===== src/rtl/vending_pkg.sv =====
// Shared encodings for the vending controller: estados bus, coin codes and the
// payment-side FSM states.
package vending_pkg;

  typedef enum logic [1:0] {
    ESPERA     = 2'b00,
    PRODUTO    = 2'b01,
    COMPARADOR = 2'b10,
    INVALIDO   = 2'b11
  } estados_t;

  typedef enum logic [1:0] {
    MOEDA_5  = 2'b00,
    MOEDA_10 = 2'b01,
    MOEDA_25 = 2'b10,
    MOEDA_50 = 2'b11
  } moeda_t;

  typedef enum logic [2:0] {
    IDLE   = 3'd0,
    COLETA = 3'd1,
    LIBERA = 3'd2,
    TROCO  = 3'd3,
    FIM    = 3'd4
  } estado_t;

  localparam int VALOR_W = 6;

  // Face value in centavos of a coin code (same code for inserted and change coins).
  function automatic logic [VALOR_W-1:0] valor_moeda(input logic [1:0] tipo);
    case (tipo)
      2'b00:   return 6'd5;
      2'b01:   return 6'd10;
      2'b10:   return 6'd25;
      default: return 6'd50;
    endcase
  endfunction

endpackage


===== src/rtl/comparador_pagamento_temporizador.sv =====
// Inactivity counter: cleared on activity, counts while enabled, flags the last
// idle cycle before the automatic refund.
module temporizador_inatividade #(
  parameter int CICLOS = 1000
) (
  input  logic clk,
  input  logic rst_n,
  input  logic limpar,
  input  logic habilitar,
  output logic fimContagem
);

  localparam int TW = $clog2(CICLOS + 1);

  logic [TW-1:0] contagem;

  // Saturates at the terminal value; the owner leaves COLETA on that cycle anyway.
  always_ff @(posedge clk or negedge rst_n) begin
    if (!rst_n) begin
      contagem <= '0;
    end else if (limpar) begin
      contagem <= '0;
    end else if (habilitar && !fimContagem) begin
      contagem <= contagem + 1'b1;
    end
  end

  assign fimContagem = (contagem == TW'(CICLOS - 1));

endmodule


===== src/rtl/comparador_pagamento.sv =====
// Payment side of the vending protocol: collects coins while the controller sits
// in COMPARADOR, releases the product, pays change greedily and pulses OK.
module comparador_pagamento
  import vending_pkg::*;
#(
  parameter int PRECO_W        = 8,
  parameter int CREDITO_W      = 10,
  parameter int TIMEOUT_CICLOS = 1000
) (
  input  logic                 clk,
  input  logic                 rst_n,
  input  logic [1:0]           estados,
  input  logic [PRECO_W-1:0]   preco,
  input  logic                 moeda_valid,
  input  logic [1:0]           moeda_tipo,
  input  logic                 cancelar,
  input  logic                 troco_ready,
  output logic [CREDITO_W-1:0] credito,
  output logic                 liberar_produto,
  output logic                 troco_valid,
  output logic [1:0]           troco_tipo,
  output logic                 moeda_rejeitada,
  output logic                 OK,
  output logic                 ocupado
);

  // Common width wide enough for credit, price and credit+coin without overflow.
  localparam int LW = ((CREDITO_W > PRECO_W) ? CREDITO_W : PRECO_W) + 1;
  localparam logic [LW-1:0] CREDITO_MAX = LW'((2 ** CREDITO_W) - 1);

  estado_t              estado;
  logic [PRECO_W-1:0]   precoReg;
  logic [CREDITO_W-1:0] trocoReg;

  logic [LW-1:0] creditoExt;
  logic [LW-1:0] precoExt;
  logic [LW-1:0] trocoExt;
  logic [LW-1:0] valorMoeda;
  logic [LW-1:0] valorTroco;
  logic [LW-1:0] somaMoeda;
  logic          moedaCabe;
  logic          compra;
  logic          aborto;
  logic          timerClear;
  logic          timerEnable;
  logic          timeout;
  logic [1:0]    tipoGuloso;

  always_comb begin
    creditoExt = LW'(credito);
    precoExt   = LW'(precoReg);
    trocoExt   = LW'(trocoReg);
    valorMoeda = LW'(valor_moeda(moeda_tipo));
    valorTroco = LW'(valor_moeda(troco_tipo));
    somaMoeda  = creditoExt + valorMoeda;
    moedaCabe  = (somaMoeda <= CREDITO_MAX);

    compra = (estado == COLETA) && (creditoExt >= precoExt);
    aborto = (estado == COLETA) && !compra &&
             (cancelar || timeout || (estados != COMPARADOR));

    timerClear  = (estado == IDLE) ||
                  ((estado == COLETA) && !compra && !aborto && moeda_valid && moedaCabe);
    timerEnable = (estado == COLETA) && !compra && !aborto && !moeda_valid;

    // Greedy change: largest coin not exceeding the remaining change.
    if (trocoExt >= LW'(valor_moeda(MOEDA_50))) begin
      tipoGuloso = MOEDA_50;
    end else if (trocoExt >= LW'(valor_moeda(MOEDA_25))) begin
      tipoGuloso = MOEDA_25;
    end else if (trocoExt >= LW'(valor_moeda(MOEDA_10))) begin
      tipoGuloso = MOEDA_10;
    end else begin
      tipoGuloso = MOEDA_5;
    end
  end

  temporizador_inatividade #(
    .CICLOS(TIMEOUT_CICLOS)
  ) uTemporizador (
    .clk        (clk),
    .rst_n      (rst_n),
    .limpar     (timerClear),
    .habilitar  (timerEnable),
    .fimContagem(timeout)
  );

  always_ff @(posedge clk or negedge rst_n) begin
    if (!rst_n) begin
      estado          <= IDLE;
      precoReg        <= '0;
      trocoReg        <= '0;
      credito         <= '0;
      liberar_produto <= 1'b0;
      troco_valid     <= 1'b0;
      troco_tipo      <= 2'b00;
      moeda_rejeitada <= 1'b0;
      OK              <= 1'b0;
      ocupado         <= 1'b0;
    end else begin
      liberar_produto <= 1'b0;
      moeda_rejeitada <= 1'b0;
      OK              <= 1'b0;

      // Coins are only accepted while collecting; everywhere else they bounce.
      if (moeda_valid && (estado != COLETA)) begin
        moeda_rejeitada <= 1'b1;
      end

      case (estado)
        IDLE: begin
          if (estados == COMPARADOR) begin
            estado   <= COLETA;
            precoReg <= preco;
            credito  <= '0;
            ocupado  <= 1'b1;
          end else begin
            ocupado <= 1'b0;
          end
        end

        COLETA: begin
          if (compra) begin
            trocoReg        <= CREDITO_W'(creditoExt - precoExt);
            credito         <= '0;
            liberar_produto <= 1'b1;
            estado          <= LIBERA;
            if (moeda_valid) begin
              moeda_rejeitada <= 1'b1;
            end
          end else if (aborto) begin
            trocoReg <= credito;
            credito  <= '0;
            estado   <= TROCO;
            if (moeda_valid) begin
              moeda_rejeitada <= 1'b1;
            end
          end else if (moeda_valid) begin
            if (moedaCabe) begin
              credito <= CREDITO_W'(somaMoeda);
            end else begin
              moeda_rejeitada <= 1'b1;
            end
          end
        end

        LIBERA: begin
          estado <= TROCO;
        end

        TROCO: begin
          if (troco_valid) begin
            if (troco_ready) begin
              trocoReg    <= CREDITO_W'(trocoExt - valorTroco);
              troco_valid <= 1'b0;
            end
          end else if (trocoExt < LW'(valor_moeda(MOEDA_5))) begin
            estado <= FIM;
            OK     <= 1'b1;
          end else begin
            troco_valid <= 1'b1;
            troco_tipo  <= tipoGuloso;
          end
        end

        FIM: begin
          estado  <= IDLE;
          ocupado <= 1'b0;
        end

        default: begin
          estado  <= IDLE;
          ocupado <= 1'b0;
        end
      endcase
    end
  end

endmodule


===== config.mk =====
export PLATFORM = sky130hd
export DESIGN_NAME = comparador_pagamento
export DESIGN_NICKNAME = d
export VERILOG_FILES = /design/src/rtl/vending_pkg.sv /design/src/rtl/comparador_pagamento_temporizador.sv /design/src/rtl/comparador_pagamento.sv
export SDC_FILE = /design/constraint.sdc
export NUM_CORES = 1
export LEC_CHECK = 0
export CAP_MARGIN = 30
export CORE_ASPECT_RATIO = 1.5
export CORE_UTILIZATION = 58
export CTS_CLUSTER_DIAMETER = 120
export CTS_CLUSTER_SIZE = 10
export DETAILED_ROUTE_END_ITERATION = 6
export GPL_TIMING_DRIVEN = 0
export PLACE_DENSITY = 0.87
export RECOVER_POWER = 100
export SYNTH_ARGS = -nofsm -noshare
export SYNTH_HDL_FRONTEND = slang
export SYNTH_HIERARCHICAL = 1
export SYNTH_SLANG_ARGS = --single-unit

===== constraint.sdc =====
create_clock -name clk -period 3.39 [get_ports clk]
set_clock_uncertainty 0.05 [all_clocks]
set_input_delay 0.339 -clock clk [delete_from_list [all_inputs] [get_ports clk]]
set_output_delay 0.339 -clock clk [all_outputs]
set_load 0.01 [all_outputs]

---- Yosys cells after proc, flatten, opt, wreduce, memory -nomap -nowiden ----
Cells that the tools add are included.
storage, ports and cells
  bits in registers ....................... 48
  output and inout bits ................... 17
  word-level logic and storage cells ...... 111
  bits of input ports ..................... 17
operators by class
  multiplexer cells ....................... 41
  add/sub/neg operators ................... 4
  bitwise operators ....................... 2
  reductions and logical operators ........ 28
  eq/ne operators ......................... 19
  order comparisons ....................... 6
operator list
  operator                                                             count
  2-to-1 mux 10 bit                                                    11
  one-hot mux 10 bit (2 select lines)                                  2
  one-hot mux 6 bit (3 select lines)                                   2
  2-to-1 mux 1 bit                                                     17
  2-to-1 mux 3 bit                                                     5
  one-hot mux 3 bit (4 select lines)                                   1
  AND reduction 4 bit                                                  3
  adder 10 x 6 -> 11 bit                                               1
  <= comparator 11 x 10 -> 1 bit (second input constant)               1
  adder 10 x 1 -> 10 bit (second input constant)                       1
  equality test 10 bit (second input constant)                         1
  greater-or-equal comparator 10 x 4 -> 1 bit (second input constant)  1
  greater-or-equal comparator 10 x 5 -> 1 bit (second input constant)  1
  greater-or-equal comparator 10 x 6 -> 1 bit (second input constant)  1
  greater-or-equal comparator 10 x 8 -> 1 bit                          1
  less-than comparator 10 x 3 -> 1 bit (second input constant)         1
  != test 2 bit (second input constant)                                5
  subtractor 10 x 6 -> 10 bit                                          1
  subtractor 10 x 8 -> 10 bit                                          1
  logical AND 1 bit                                                    9
  != test 4 bit (second input constant)                                2
  equality test 2 bit (second input constant)                          3
  equality test 3 x 2 -> 1 bit (second input constant)                 2
  nonzero test 2 bit                                                   3
  15 further kinds                                                     24

---- Logic depth before layout (Yosys ltp) ----
  depth after elaboration ................. 11
  mapped depth ............................ 15

---- Cells and area by module ----
The synthesis kept the hierarchy.
by module, submodules not included
  module                    instances  cells each  area an instance (sq um)  seq. area each (sq um)
  comparador_pagamento      1          332         2962.8                    950.9
  temporizador_inatividade  1          58          544.3                     250.2

---- Worst setup path before layout ----
No wires, ideal clock.
  kind .................................... register to register
  start ................................... reg credito[0]
  end ..................................... reg uTemporizador.contagem[0]
  stages on the path, launching flop included .. 15
  path buffers ............................ 2
  arrival ................................. 3.065 ns
  required time ........................... 3.250 ns
  setup slack ............................. 0.185 ns
  cells stage by stage .................... dfrtp_1 -> inv_1 -> ha_1 -> fa_1 -> nand2b_1 -> a21oi_1 -> o21a_1 -> clkbuf_1 -> or3_1 -> buf_6 -> or2_4 -> o31ai_1 -> nand2b_1 -> or4_1 -> o2111ai_1
between the ends
  cells in the longest elaborated chain, start to end .. 11
ends and longest elaborated chain
  what                                                            RTL line                                 text
  start: declaration                                              comparador_pagamento.sv:18               output logic [CREDITO_W-1:0] credito,
  start signal: assignment                                        comparador_pagamento.sv:140              credito <= CREDITO_W'(somaMoeda);
  branches (longest 8 deep; another with adder 10 x 6 -> 11 bit)  n/a
  logical AND 1 bit *                                             comparador_pagamento.sv:63               ((estado == COLETA) && !compra && !aborto && moeda_valid && moedaCabe);
  logical OR 1 bit *                                              comparador_pagamento.sv:62               timerClear = (estado == IDLE) ||
  named net timerClear                                            comparador_pagamento.sv:44               logic timerClear;
  2-to-1 mux 10 bit or nonzero test 2 bit (tied branches)         n/a
  end signal: assignment                                          comparador_pagamento_temporizador.sv:24  contagem <= contagem + 1'b1;
  end: declaration                                                comparador_pagamento_temporizador.sv:15  logic [TW-1:0] contagem;
Mark *: on every way through the listed nets, which the timed path passes.
A chain may end at the register's enable or synchronous reset.

---- Final worst setup path ----
  start ................................... reg credito[5]
  end ..................................... reg uTemporizador.contagem[0]
Same word-level chain as after synthesis.

==> results.sh <==
export IMPL_status="finished, final reports clean"
export IMPL_synth_fp_nets=437
export IMPL_whs_endpoint="precoReg[2]"
export IMPL_area_growth_syn_to_layout_pct=15.0
export IMPL_clk_latency_ps=310
export IMPL_htree_num_levels=2
export IMPL_root_buffer="clkbuf_8"
export IMPL_dr_total_vias=3136
export IMPL_dieWidth_um=65.5
export IMPL_post_drt_wl_per_cell_um=16.6
export IMPL_yosys_cell_count_top_type="dfrtp_1"
export IMPL_timing_hold_ws_ps=462
export IMPL_die_area_sq_um=6370
export IMPL_maxSlewHeadroom=0.108
export IMPL_crit_fanout=10
export IMPL_finalCriticalPeriod_ps=3250
export IMPL_synthArstFlopShare=1.00
export IMPL_gp_congestion=0.914
export IMPL_hp_start="precoReg[2]"
export IMPL_hold_class="flop to flop"
export IMPL_ys_flop_type="dfrtp_1"
export IMPL_reg2reg_from="credito[5]"
export IMPL_n_fill_cell=438
export IMPL_tns_ps=0
export IMPL_antenna_cells=0
export IMPL_syn_avg_cell_area_sq_um=8.99
export IMPL_vias_per_cell=6.22
export IMPL_reg2reg_depth=11
export IMPL_cellLeakagePower_nw=1.82
export IMPL_drt_pass1_iterations=4
export IMPL_critPathCaptureType="flop"
export IMPL_synth_common_cells="dfrtp_1, nor2_1, inv_1, nand2_1, ha_1"
export IMPL_ff_latch_area_sq_um=1200
export IMPL_io_pins=34
export IMPL_fp_row_count=34
export IMPL_grt_pass1_wl_mm=14.1
export IMPL_overflow=0
export IMPL_syn_area_sq_um=3510
export IMPL_hold_depth=1
export IMPL_ys_seq_elements=48
export IMPL_dr_first_iter_drc_count=125
export IMPL_place_hpwl_mm=6.45
export IMPL_ant_nets=0
export IMPL_yosysUniqueCellTypes=60
export IMPL_synth_top_area_share=0.342
export IMPL_crit_arrival_ps=3380
export IMPL_start_kind="flop"
export IMPL_post_route_period_util=0.957
export IMPL_antenna_found_initial=0
export IMPL_peakVddDrop_v=0.000476
export IMPL_critPathKind="flop to flop"
export IMPL_rsz0062_at_grt="no"
export IMPL_setup_viol_count_final=0
export IMPL_power_density_nw_per_um2=729
export IMPL_reg2reg_slack_ps=140
export IMPL_yosys_warnings=6
export IMPL_drive_gt1_frac=0.0741
export IMPL_synth_edf_count=0
export IMPL_cts_tree="done"
export IMPL_grt_start_max_net_pins=26
export IMPL_drc=0
export IMPL_hold_viol_final=0
export IMPL_clk_path_buf_depth=2
export IMPL_synthDominantAreaCellType="dfrtp_1"
export IMPL_synth_sequential_area_ratio=0.342
export IMPL_clock_sinks=48
export IMPL_multi_input_area_sq_um=2150
export IMPL_start_util=0.602
export IMPL_maxCapViolCount=0
export IMPL_final_nets=478
export IMPL_worst_pin_slew_ps=1340
export IMPL_grt_pass1_vias=3172
export IMPL_synthCells=390
export IMPL_placement_io_buffers=33
export IMPL_grt_use_total=0.282
export IMPL_cts_reportedPaths_clkPinSlew_ps=100
export IMPL_wl_mm=8.39
export IMPL_timing_fmax_mhz=308
export IMPL_die_h_um=97.2
export IMPL_required_ps=3520
export IMPL_numCtsBuffers=5
export IMPL_coreArea_sq_um=5830
export IMPL_slew_violations=0
export IMPL_ys_top_cells_by_area="dfrtp_1, ha_1, a21oi_1, nor2_1, inv_1"
export IMPL_r2r_end="uTemporizador/contagem[0]"
==> per-stage QoR <==
step | cell area, sq um | std cells | util | worst slack (ps) | power, mW
after global routing | 4030 | 504 | 0.692 | 16.9 | 3.18
final | 4030 | 504 | 0.692 | 144 | 2.94
after CTS | 4050 | 504 | 0.695 | 80.4 | 2.93
after floorplan | 3510 | 390 | - | 185 | 2.11
after detailed placement | 3940 | 496 | 0.676 | -244 | 2.56
after global placement | 3930 | 495 | 0.674 | -265 | 2.49
==> layout by cell type, fill, tap and decap left out, types with 4 or more instances in the layout <==
cell type,n
clkbuf_1,7
mux2_2,8
a211oi_1,6
o21ai_0,19
o21a_1,12
inv_1,29
xnor2_1,4
clkdlybuf4s50_1,14
or3_1,7
clkbuf_8,6
a21oi_1,23
dlygate4sd3_1,19
nand4_1,6
a21o_1,4
nand3_1,13
ha_1,27
nor2_1,31
dfrtp_1,48
nand2b_1,10
nor2b_1,5
nor3_1,10
o211ai_1,10
nand2_1,29
xor2_1,5
o31ai_1,13
or4_1,6
==> layout make-up <==
class / instances / share of cell area
clock buffers: 6 / 0.0205
repair buffers: 35 / 0.0837
flip-flops and latches: 48 / 0.298
clock inverters: 2 / 0.00372
well taps: 72 / 0.0223
plain buffers: 9 / 0.0112
multi-input cells: 303 / 0.534
inverters: 29 / 0.0270
==> layer usage <==
metal / global-route usage / vias to the layer above / routed length [um]
met5: 0 / - / 0
met3: 0.0364 / 23 / 332
li1: - / 1527 / -
met1: 0.307 / 1485 / 3270
met2: 0.520 / 101 / 4510
met4: 0.129 / 0 / 276
==> state kept, by name, indices dropped and copies added, names as in the netlist <==
name and flops:
credito 10, trocoReg 10, uTemporizador/contagem 10, precoReg 8, estado 3, troco_tipo 2, OK 1, liberar_produto 1
moeda_rejeitada 1, ocupado 1, troco_valid 1
==> logic make-up (layout without fill, tap and decap cells) <==
| logic type | count (synthesis) | after routing | synth area share |
|---|---|---|---|
| flip-flops | 48 | 48 | 0.342 |
| AO/OA/AOI/OAI | 119 | 119 | 0.244 |
| buffers and inverters | 39 | 81 | 0.0453 |
| multiplexers | 9 | 9 | 0.0285 |
| adder cells (fa/ha/maj) | 30 | 30 | 0.113 |
| XOR/XNOR | 9 | 9 | 0.0225 |
| AND/OR/NAND/NOR | 136 | 136 | 0.203 |
==> power by group <==
part | switching [mW] | total [mW] | internal, mW
clock | 0.204 | 0.370 | 0.165
sequential | 0.147 | 0.850 | 0.703
combinational | 0.978 | 1.72 | 0.743
==> worst max-delay path, cell delays in order (launching register included) <==
cell and delay (ps):
dfrtp_1 480, ha_1 400, a211o_1 350, a21o_1 270
or3_1 430, buf_6 150, or2_4 250, o31ai_1 120
buf_2 290, nor2_1 90, o211ai_1 100, o2111ai_1 130
==> how the worst max path moves through the flow <==
stage / slack [ps] / cells past startpoint / end / startpoint
6_report: 140 / 11 / uTemporizador/contagem[0] / credito[5]
5_1_grt: 20 / 14 / uTemporizador/contagem[0] / credito[0]
4_1_cts: 80 / 13 / uTemporizador/contagem[0] / credito[0]
3_5_place_dp: -240 / 14 / uTemporizador/contagem[0] / credito[0]
3_3_place_gp: -260 / 14 / uTemporizador/contagem[0] / credito[0]
2_1_floorplan: 180 / 14 / uTemporizador/contagem[0] / credito[0]
==> what timing repair did <==
action | 4_1_cts | 5_1_grt
endpoints found under the setup margin | 9 | 6
gates resized for setup | 3 | 4
buffers inserted | 0 | 0
endpoints found under the hold margin | 23 | 0
hold buffers | 1 | 0
Power figures use the tool's default switching activity.
